[config.mk]
export PLATFORM = sky130hd
export DESIGN_NAME = gpio_ctrl_flat
export DESIGN_NICKNAME = d
export VERILOG_FILES = /design/src/rtl/gpio_pkg.sv /design/src/rtl/gpio_ctrl_if.sv /design/src/rtl/gpio_pin_filter.sv /design/src/rtl/gpio_ctrl.sv /design/src/flat_wrapper.sv
export SDC_FILE = /design/constraint.sdc
export NUM_CORES = 1
export LEC_CHECK = 0
export ABC_AREA = 1
export CAP_MARGIN = 20
export CORE_MARGIN = 3
export CORE_UTILIZATION = 30
export DETAILED_ROUTE_END_ITERATION = 16
export PLACE_DENSITY = 0.65
export RECOVER_POWER = 100
export SLEW_MARGIN = 25
export SYNTH_ARGS = -nofsm -noshare
export SYNTH_HDL_FRONTEND = slang
export SYNTH_SLANG_ARGS = --single-unit
[constraint.sdc]
create_clock -name clk -period 3.5 [get_ports clk]
set_clock_uncertainty 0.05 [all_clocks]
set_input_delay 0.35 -clock clk [delete_from_list [all_inputs] [get_ports clk]]
set_output_delay 0.35 -clock clk [all_outputs]
set_load 0.01 [all_outputs]
[src/rtl/gpio_pkg.sv]
// gpio_pkg: shared constants for the GPIO pad controller
package gpio_pkg;
  localparam int GPIO_NPINS = 16;
  localparam int IRQ_RISE = 0;
  localparam int IRQ_FALL = 1;
  localparam int IRQ_BOTH = 2;
  localparam int GPIO_IRQ_LINE = 0;
endpackage

[src/rtl/gpio_ctrl_if.sv]
// gpio_ctrl_if: register-file side of the GPIO controller
interface gpio_ctrl_if import gpio_pkg::*; #(parameter int N = GPIO_NPINS);
  logic [N-1:0] rf_gpio_datareg;
  logic [N-1:0] rf_gpio_tristate;
  logic [N-1:0] rf_gpio_interrupt_mask;
  logic [N-1:0] irq_clear;
  logic [N-1:0] ro_gpio_pinstate;
  logic [N-1:0] irq_pending;
  modport master (
    output rf_gpio_datareg, rf_gpio_tristate, rf_gpio_interrupt_mask, irq_clear,
    input ro_gpio_pinstate, irq_pending
  );
  modport slave (
    input rf_gpio_datareg, rf_gpio_tristate, rf_gpio_interrupt_mask, irq_clear,
    output ro_gpio_pinstate, irq_pending
  );
endinterface

[src/rtl/gpio_pin_filter.sv]
// gpio_pin_filter: per-pin synchronizer, debounce filter and delayed filtered level
module gpio_pin_filter #(
  parameter int DEBOUNCE = 4
) (
  input  logic clk,
  input  logic reset,
  input  logic pin,
  output logic filt,
  output logic filt_d
);
  logic [1:0] sync_q;
  always_ff @(posedge clk) begin
    sync_q <= reset ? 2'b00 : {sync_q[0], pin};
    filt_d <= reset ? 1'b0 : filt;
  end
  if (DEBOUNCE == 0) begin : g_byp
    always_ff @(posedge clk) filt <= reset ? 1'b0 : sync_q[1];
  end else begin : g_deb
    localparam int CW = $clog2(DEBOUNCE + 1);
    logic [CW-1:0] cnt;
    always_ff @(posedge clk) begin
      if (reset) begin
        cnt  <= '0;
        filt <= 1'b0;
      end else if (sync_q[1] == filt) begin
        cnt <= '0;
      end else if (cnt == CW'(DEBOUNCE - 1)) begin
        cnt  <= '0;
        filt <= sync_q[1];
      end else begin
        cnt <= cnt + 1'b1;
      end
    end
  end
endmodule

[src/rtl/gpio_ctrl.sv]
// gpio_ctrl: GPIO pad controller with debounced inputs, edge pending bits and a level interrupt
module gpio_ctrl import gpio_pkg::*; #(
  parameter int NPINS = GPIO_NPINS,
  parameter int DEBOUNCE = 4,
  parameter int IRQ_EDGE = IRQ_RISE
) (
  input  logic             clk,
  input  logic             reset,
  gpio_ctrl_if.slave       rf,
  input  logic [NPINS-1:0] gpio_in,
  output logic [NPINS-1:0] gpio_out,
  output logic [NPINS-1:0] gpio_oe,
  output logic             gpio_irq
);
  localparam int ARM = 3 + DEBOUNCE;
  localparam int AW = $clog2(ARM + 1);
  logic [NPINS-1:0] filt, filt_d, evt, pend;
  logic [AW-1:0] arm_cnt;
  logic armed;
  for (genvar i = 0; i < NPINS; i++) begin : g_pin
    gpio_pin_filter #(.DEBOUNCE(DEBOUNCE)) u_filt (
      .clk(clk),
      .reset(reset),
      .pin(gpio_in[i]),
      .filt(filt[i]),
      .filt_d(filt_d[i])
    );
  end
  always_comb begin
    evt = IRQ_EDGE == IRQ_RISE ? (filt & ~filt_d) :
          IRQ_EDGE == IRQ_FALL ? (~filt & filt_d) : (filt ^ filt_d);
  end
  assign gpio_out = rf.rf_gpio_datareg;
  assign gpio_oe = reset ? '0 : ~rf.rf_gpio_tristate;
  assign rf.ro_gpio_pinstate = filt;
  assign rf.irq_pending = pend;
  always_ff @(posedge clk) begin
    if (reset) begin
      arm_cnt  <= '0;
      armed    <= 1'b0;
      pend     <= '0;
      gpio_irq <= 1'b0;
    end else begin
      arm_cnt  <= armed ? arm_cnt : arm_cnt + 1'b1;
      armed    <= armed | (arm_cnt == AW'(ARM - 1));
      pend     <= (armed ? (evt & rf.rf_gpio_interrupt_mask) : '0) | (pend & ~rf.irq_clear);
      gpio_irq <= |(pend & rf.rf_gpio_interrupt_mask);
    end
  end
endmodule

[src/flat_wrapper.sv]
// flat-port wrapper written by rule: the top's interface ports become plain ports
module gpio_ctrl_flat import gpio_pkg::*;
#(
  parameter int NPINS = GPIO_NPINS,
  parameter int DEBOUNCE = 4,
  parameter int IRQ_EDGE = IRQ_RISE
)
  (clk, reset, gpio_in, gpio_out, gpio_oe, gpio_irq, rf_rf_gpio_datareg, rf_rf_gpio_tristate, rf_rf_gpio_interrupt_mask, rf_irq_clear, rf_ro_gpio_pinstate, rf_irq_pending);
  gpio_ctrl_if #(.N((GPIO_NPINS))) rf_i ();
  input  logic clk;
  input  logic reset;
  input  logic [NPINS-1:0] gpio_in;
  output logic [NPINS-1:0] gpio_out;
  output logic [NPINS-1:0] gpio_oe;
  output logic gpio_irq;
  input wire logic [$bits(rf_i.rf_gpio_datareg)-1:0] rf_rf_gpio_datareg;
  input wire logic [$bits(rf_i.rf_gpio_tristate)-1:0] rf_rf_gpio_tristate;
  input wire logic [$bits(rf_i.rf_gpio_interrupt_mask)-1:0] rf_rf_gpio_interrupt_mask;
  input wire logic [$bits(rf_i.irq_clear)-1:0] rf_irq_clear;
  output wire logic [$bits(rf_i.ro_gpio_pinstate)-1:0] rf_ro_gpio_pinstate;
  output wire logic [$bits(rf_i.irq_pending)-1:0] rf_irq_pending;
  assign rf_i.rf_gpio_datareg = rf_rf_gpio_datareg;
  assign rf_i.rf_gpio_tristate = rf_rf_gpio_tristate;
  assign rf_i.rf_gpio_interrupt_mask = rf_rf_gpio_interrupt_mask;
  assign rf_i.irq_clear = rf_irq_clear;
  assign rf_ro_gpio_pinstate = rf_i.ro_gpio_pinstate;
  assign rf_irq_pending = rf_i.irq_pending;
  gpio_ctrl #(.NPINS(NPINS), .DEBOUNCE(DEBOUNCE), .IRQ_EDGE(IRQ_EDGE)) u_core (.clk(clk), .reset(reset), .rf(rf_i), .gpio_in(gpio_in), .gpio_out(gpio_out), .gpio_oe(gpio_oe), .gpio_irq(gpio_irq));
endmodule
* Word-level counts from Yosys, hierarchy flattened *
Index checks and enable logic that the tools add are counted.

storage, ports and cells
  register bits after elaboration = 133
  word-level logic and storage cells = 178

cells by class
  add/sub/neg operators = 17
  equality and inequality tests = 33
  muxes and demuxes = 2
  bitwise gates (word level) = 25
  reductions and logical operators = 33

operator list
  cell                                            count
  AND 16 bit                                      4
  adder 3 x 1 -> 3 bit (second input constant)    17
  == test 3 x 2 -> 1 bit (second input constant)  16
  NOT 16 bit                                      3
  OR reduction 3 bit                              16
  two-way mux 16 bit                              2
  AND reduction 2 bit                             16
  == test 1 bit                                   16
  NOT 1 bit                                       16
  OR 16 bit                                       1
  OR reduction 16 bit                             1
  == test 3 bit (second input constant)           1
  OR 1 bit                                        1

* Longest topological paths before layout *
Gate-level depths: netlist of run 1.

  depth in word-level cells = 5
  depth in mapped cells = 6
  gate-level depth less buffers = 6

* By module *
From an unflattened synthesis of run 1, not the netlist that was laid out.

second synthesis, totals
  cell total of the unflattened synthesis = 649
  area, all modules = 5217.5 um^2

modules (own cells, without submodules)
  module           times used  cells each  area each (um^2)
  gpio_pin_filter  16          29          250.2
  gpio_ctrl        1           185         1213.7

* Worst setup path before layout of run 1 *
Ideal clock, no wire load.

  path kind = input to output
  start point = input reset
  end point = output gpio_oe[10]
  arrival time = 840 ps
  required time = 3100 ps
  path slack = 2260 ps
  stages on the path = 3
  cells stage by stage = buf_2 -> buf_4 -> nor2_1

between the ends
  longest elaborated chain between the ends = 1

RTL lines
  item                line                RTL
  start: declaration  flat_wrapper.sv:11  input logic reset;
  two-way mux 16 bit  gpio_ctrl.sv:34     assign gpio_oe = reset ? '0 : ~rf.rf_gpio_tristate;
  end: declaration    flat_wrapper.sv:14  output logic [NPINS-1:0] gpio_oe;

No other way between the ends.

* Worst setup path in the final report of run 1 *
  start point = input reset
  end point = output gpio_oe[2]

Same word-level chain as after synthesis.

==> run metrics, run 1 <==
number of core rows=48; Max stage delay on crit path=approximately 890 ps; Clock Latency Late Sink=between 400 and 500 ps; final worst-path setup slack=between 1000 and 1500 ps; CP max FO=28; Vert. Die Dim=approximately 140 um; Yosys reg bits=~130; WL/cell=about 11 um; Tot Pwr=approximately 3.6 mW; hold crit path type=reg2reg; vias per inst=roughly 4.1; Area Growth Syn to Fin=29.12%; Synth Cell Area=5319 um^2; Worst EP arrival=2030 ps; Hold Path Cell Cnt=2; post-synth top area cell=dfxtp_1; cell area after layout=between 6000 and 7000 um^2; CTS tree=done; clock root cell=clkbuf_16; Post-synth EDFFs=0; Inserted Clock Buffers=17; Slew Limit Fails=0; max-cap check violation count=0; post-synth net total=about 730; Core Footprint=about 17000 um^2; Critical-path top delay cell=clkbuf_1; synth unique cells=18; Worst-path clk slew=~50 ps; placed wire-length estimate=7165 um; area of the die=around 19000 um^2; post-synthesis sequential area ratio=0.5006; DIE WIDTH=between 100 and 150 um; H-tree depth=4; Initial Utilization=0.3075; Slew @ Worst Pin=about 1200 ps; Filler Cells Inserted=1732; Primary FF master, synth=dfxtp_1; ant diodes=0; DRT Pass-1 Iters=4; post-layout min period=between 2000 and 2500 ps; Nets=roughly 810; GRT Util Overall=0.1081; share of cells above drive strength 1=0.08873; ys async rst share=0; peak supply drop=0.0003440 V; highest clock rate=around 0.4 GHz; Tcrit/Tclk final=0.6934; count leader, synth=dfxtp_1; most instantiated cells after synthesis=133 x dfxtp_1, 113 x inv_1, 104 x nor2_1, 52 x a21oi_1, 43 x nand2_1; syn_area_per_cell=between 8 and 9 um^2; CP Capture Type=primary output; IO buf count=roughly 110; worst-case clock buffer depth=2; largest net degree at the start of global routing=39; Antenna Nets Post-Route=0; CP startpoint kind=input pin; static leakage=between 2 and 3 nW; worst path cell trace=clkbuf_1 > nor2_1 > dlygate4sd3_1; io pins=147; Final Hold Fails=0; post-synth top area share=0.5006; Total Wirelength=10020 um; cells after synthesis=~600; RSZ-0062 raised after global routing=no; PD cells=517.0 nW/um^2; Worst R2R Path Depth=3; CP Class=in2out; Syn. warnings=0; Slew HR=0.1700; setup TNS=0 ps; postcts setup bufs=0; endpoints failing setup=0; grt total ovfl=0; hold_buf cts=0; DP Area=about 6400 um^2; Placer Congestion=a little over 0.7; DRC viols=0; Initial DRC Count=97; CTS sink cnt=133; vias=~3800; initial antenna violation count=0; outcome=finished, final reports clean; synth top area cells=dfxtp_1 50%, ha_1 8.0%, inv_1 8.0%; first-pass GRT wire length=between 15000 and 20000 um; Post-CTS Resized=0; Post-Route Utilization=0.3971; dpl ws=1519 ps; CP Data Required Time=between 3000 and 4000 ps; vias in the first global route=between 3000 and 4000
[cells by family (layout without fill, tap and decap cells)]
kind of cell	after synthesis	in the layout	synth area share
adder cells (fa/ha/maj)	34	34	0.07998
flip-flops	133	133	0.5006
buffers and inverters	161	262	0.1470
AO/OA/AOI/OAI	86	86	0.1162
AND/OR/NAND/NOR	195	195	0.1562
[final cells by class]
cell class | count | area (um^2) | share of cell area
sequential | 133 | 2663 | 0.3877
inverter | 115 | 431.7 | 0.06285
clock inverter | 8 | 121.4 | 0.01767
clock buffer | 23 | 498.0 | 0.07251
multi-input combinational | 315 | 1727 | 0.2514
tap | 225 | 281.5 | 0.04099
timing repair buffer | 116 | 1146 | 0.1669
[critical path: cells and delay by family]
family | cells | cell delay (ps)
buffers and inverters | 2 | 1540
AND/OR/NAND/NOR | 1 | 120
[per-layer routing]
layer | routed length [um] | GRT usage | vias up
li1 | - | - | 2028
met1 | 4755 | 0.1285 | 1673
met2 | 4609 | 0.1741 | 76
met3 | 490 | 0.04276 | 13
met4 | 159 | 0.04583 | 0
met5 | 0 | 0 | -
[placed cells by master, fill, tap and decap left out, types with 16 or more instances in the layout]
cell type,instances
nand2_1,43
ha_1,34
a21oi_1,52
dlygate4sd3_1,49
o211ai_1,16
clkbuf_16,17
inv_1,113
dfxtp_1,133
clkdlybuf4s50_1,64
nand3_1,16
o21ai_0,18
nor2_2,30
nor2_1,104
[path summary, 6_finish.rpt]
kind                                                                   start                                      endpoint  slack [ps]
worst max-delay path                                                   reset                                    gpio_oe[2]        1070
worst min-delay path            u_core.g_pin[13].u_filt.sync_q[0]$_SDFF_PP0_  u_core.g_pin[13].u_filt.sync_q[1]$_SDFF_PP0_         350
worst max register to register                       u_core.armed$_SDFF_PP0_                u_core.arm_cnt[2]$_SDFFE_PP0N_        1990
worst min register to register  u_core.g_pin[13].u_filt.sync_q[0]$_SDFF_PP0_  u_core.g_pin[13].u_filt.sync_q[1]$_SDFF_PP0_         350
[registers in the layout (all words and copies together), names as in the netlist]
register and cells:
u_core.armed 1, u_core.arm_cnt 3, u_core.g_pin.u_filt.g_deb.cnt 48, u_core.g_pin.u_filt.filt_d 16, u_core.gpio_irq 1, u_core.rf.irq_pending 16, u_core.g_pin.u_filt.sync_q 32, u_core.g_pin.u_filt.filt 16
[metrics by stage]
| stage | hold slack [ps] | cells |
|---|---|---|
| CTS | 341.5 | 935 |
| floorplan | 338.3 | 609 |
| global placement | 340.0 | 904 |
| finish | 352.7 | 935 |
| global route | 372.4 | 935 |
| detailed placement | 345.2 | 904 |
[where the power goes]
| part | internal [mW] | total, mW | switching, mW |
|---|---|---|---|
| clock network | 1.21 | 1.83 | 0.622 |
| logic | 0.0958 | 0.164 | 0.0678 |
| registers | 1.54 | 1.56 | 0.0153 |
| total | 2.85 | 3.55 | 0.705 |
Note: power is estimated with default switching activity, not from simulation.
==> run 2, diff against run 1 <==
==> constraint.sdc (replaced) <==
create_clock -name clk -period 2.4 [get_ports clk]
set_clock_uncertainty 0.05 [all_clocks]
set_input_delay 0.24 -clock clk [delete_from_list [all_inputs] [get_ports clk]]
set_output_delay 0.24 -clock clk [all_outputs]
set_load 0.01 [all_outputs]
==> run metrics, run 2 (synthesis gave the netlist of run 1 again) <==
CP max FO=5 (was 28); Filler Cells Inserted=1731 (was 1732); most common cell after layout, fill and taps aside=dfxtp_1 (unchanged); Critical-path top delay cell=dlygate4sd3_1 (was clkbuf_1); io pins=147 (unchanged); Top reg by flops=u_core.g_pin.u_filt.g_deb.cnt (unchanged); worst path cell trace=dlygate4sd3_1 (was clkbuf_1 > nor2_1 > dlygate4sd3_1); highest clock rate=around 0.57 GHz; Initial Utilization=0.3075 (unchanged); Area Growth Syn to Fin=29.99% (was 29.12%); non-filler cells, final=940 (was 935); DRT Pass-1 Iters=4 (unchanged); CP Capture Type=primary output (unchanged); Slew HR=0.2697 (was 0.1700); vias per inst=4.086 (was 4.053); grt total ovfl=0 (unchanged); DRC viols=0 (unchanged); H-tree depth=4 (unchanged); Slew Limit Fails=0 (unchanged); CP Data Required Time=2110 ps (was 3100 ps); area of the die=19360 um^2 (unchanged); vias in the first global route=3804 (was 3569); Clock Latency Late Sink=410 ps (was 420 ps); Worst EP arrival=1460 ps (was 2030 ps); Final Hold Fails=0 (unchanged); DR WL met3=450 um (was 490 um); share of cells above drive strength 1=0.08811 (was 0.08873); Vert. Die Dim=139.2 um (unchanged); uppermost layer routed=met4 (unchanged); IO buf count=114 (unchanged); post-layout min period=between 1500 and 2000 ps; first-pass GRT wire length=17630 um (was 16620 um); number of core rows=48 (unchanged); Antenna Nets Post-Route=0 (unchanged); met2 wire len=4766 um (was 4609 um); DIE WIDTH=139.2 um (unchanged); static leakage=3.024 nW (was 2.999 nW); RSZ-0062 raised after global routing=no (unchanged); CTS sink cnt=133 (unchanged); CP startpoint kind=flop (was input pin); postcts setup bufs=0 (unchanged); initial antenna violation count=0 (unchanged); Placed Instances=908 (was 904); WL/cell=11.08 um (was 10.71 um); worst-case clock buffer depth=2 (unchanged); Total Wirelength=10420 um (was 10020 um); Core Footprint=17300 um^2 (unchanged); peak supply drop=0.0005294 V (was 0.0003440 V); largest net degree at the start of global routing=24 (was 39); clock root cell=clkbuf_16 (unchanged); Worst-path clk slew=50 ps (about the same); Inserted Clock Buffers=17 (unchanged); Initial DRC Count=98 (was 97); vias=3841 (was 3790); biggest regs=u_core.g_pin.u_filt.g_deb.cnt: 48 flops, u_core.g_pin.u_filt.sync_q: 32 flops (unchanged); outcome=finished, final reports clean (unchanged); CP Class=reg2out (was in2out); hold crit path type=in2reg (was reg2reg); Max stage delay on crit path=630 ps (was 890 ps); max-cap check violation count=0 (unchanged); M1 WL=4941 um (was 4755 um); placed wire-length estimate=7589 um (was 7165 um); PD cells=769.8 nW/um^2 (was 517.0 nW/um^2); Post-CTS Resized=0 (unchanged); CTS tree=done (unchanged); Nets=818 (was 814); hold_buf cts=0 (unchanged); Placer Congestion=0.7185 (was 0.7183); kind of cell adding the most delay to the critical path=buffers and inverters (unchanged); max reg flops=48 (unchanged); ant diodes=0 (unchanged); Slew @ Worst Pin=1096 ps (was 1245 ps); commonest cells after routing, fill and taps aside=133 x dfxtp_1, 114 x inv_1, 104 x nor2_1, 64 x clkdlybuf4s50_1, 52 x a21oi_1 (was 133 x dfxtp_1, 113 x inv_1, 104 x nor2_1, 64 x clkdlybuf4s50_1, 52 x a21oi_1); GRT Util Overall=0.1144 (was 0.1081); Worst Path Buf+Inv=1 (was 2); setup TNS=0 ps (unchanged); endpoints failing setup=0 (unchanged); Tcrit/Tclk final=0.7272
==> run 2: cell types whose count changed in the layout (fill, tap and decap cells not counted), sizes merged <==
| cell | previous run | this run |
|---|---|---|
| buf | 1 | 4 |
| bufinv | 3 | 5 |
| clkbuf | 25 | 26 |
| clkinvlp | 1 | 0 |
==> run 2: stage by stage <==
stage	power, mW	utilization	hold WS [ps]	instance area (um^2)	setup slack, ps
3_3_place_gp	2.583	0.3718	340.1	6431	717.4
2_1_floorplan	2.457	-	297.0	5319	1201
6_report	5.322	0.3997	287.1	6914	654.6
5_1_grt	5.536	0.3997	276.7	6914	576.3
3_5_place_dp	2.586	0.3718	345.0	6431	728.7
4_1_cts	5.427	0.4089	266.8	7073	605.8
==> run 2: metal layers <==
metal	GRT usage	vias up
li1	-	2032
met1	0.1392	1711
met2	0.1823	78
met3	0.03862	20
met4	0.05458	0
met5	0	-
==> run 2: area by class of cell <==
type,instances,area (um^2),area share
well taps,225,281.5,0.04072
clock buffers,23,467.9,0.06768
flip-flops and latches,133,2663,0.3851
inverters,115,431.7,0.06243
repair buffers,120,1170,0.1692
clock inverters,9,173.9,0.02515
multi-input cells,315,1727,0.2497
==> run 2: power breakdown <==
group	internal [mW]	switching, mW
combinational	0.142	0.103
clock	1.89	0.913
sequential	2.25	0.0215
total	4.29	1.04
==> run 2: final timing paths <==
| check | startpoint | end | slack (ps) | depth (start not counted) |
|---|---|---|---|---|
| worst max-delay path | u_core.g_pin[0].u_filt.filt$_SDFFE_PP0P_ | rf_ro_gpio_pinstate[0] | 650 | 1 |
| worst min-delay path | gpio_in[12] | u_core.g_pin[12].u_filt.sync_q[0]$_SDFF_PP0_ | 290 | 3 |
| worst max register to register | u_core.g_pin[4].u_filt.g_deb.cnt[0]$_SDFF_PP0_ | u_core.g_pin[4].u_filt.g_deb.cnt[1]$_SDFF_PP0_ | 1060 | 5 |
| worst min register to register | u_core.g_pin[2].u_filt.sync_q[0]$_SDFF_PP0_ | u_core.g_pin[2].u_filt.sync_q[1]$_SDFF_PP0_ | 350 | 2 |
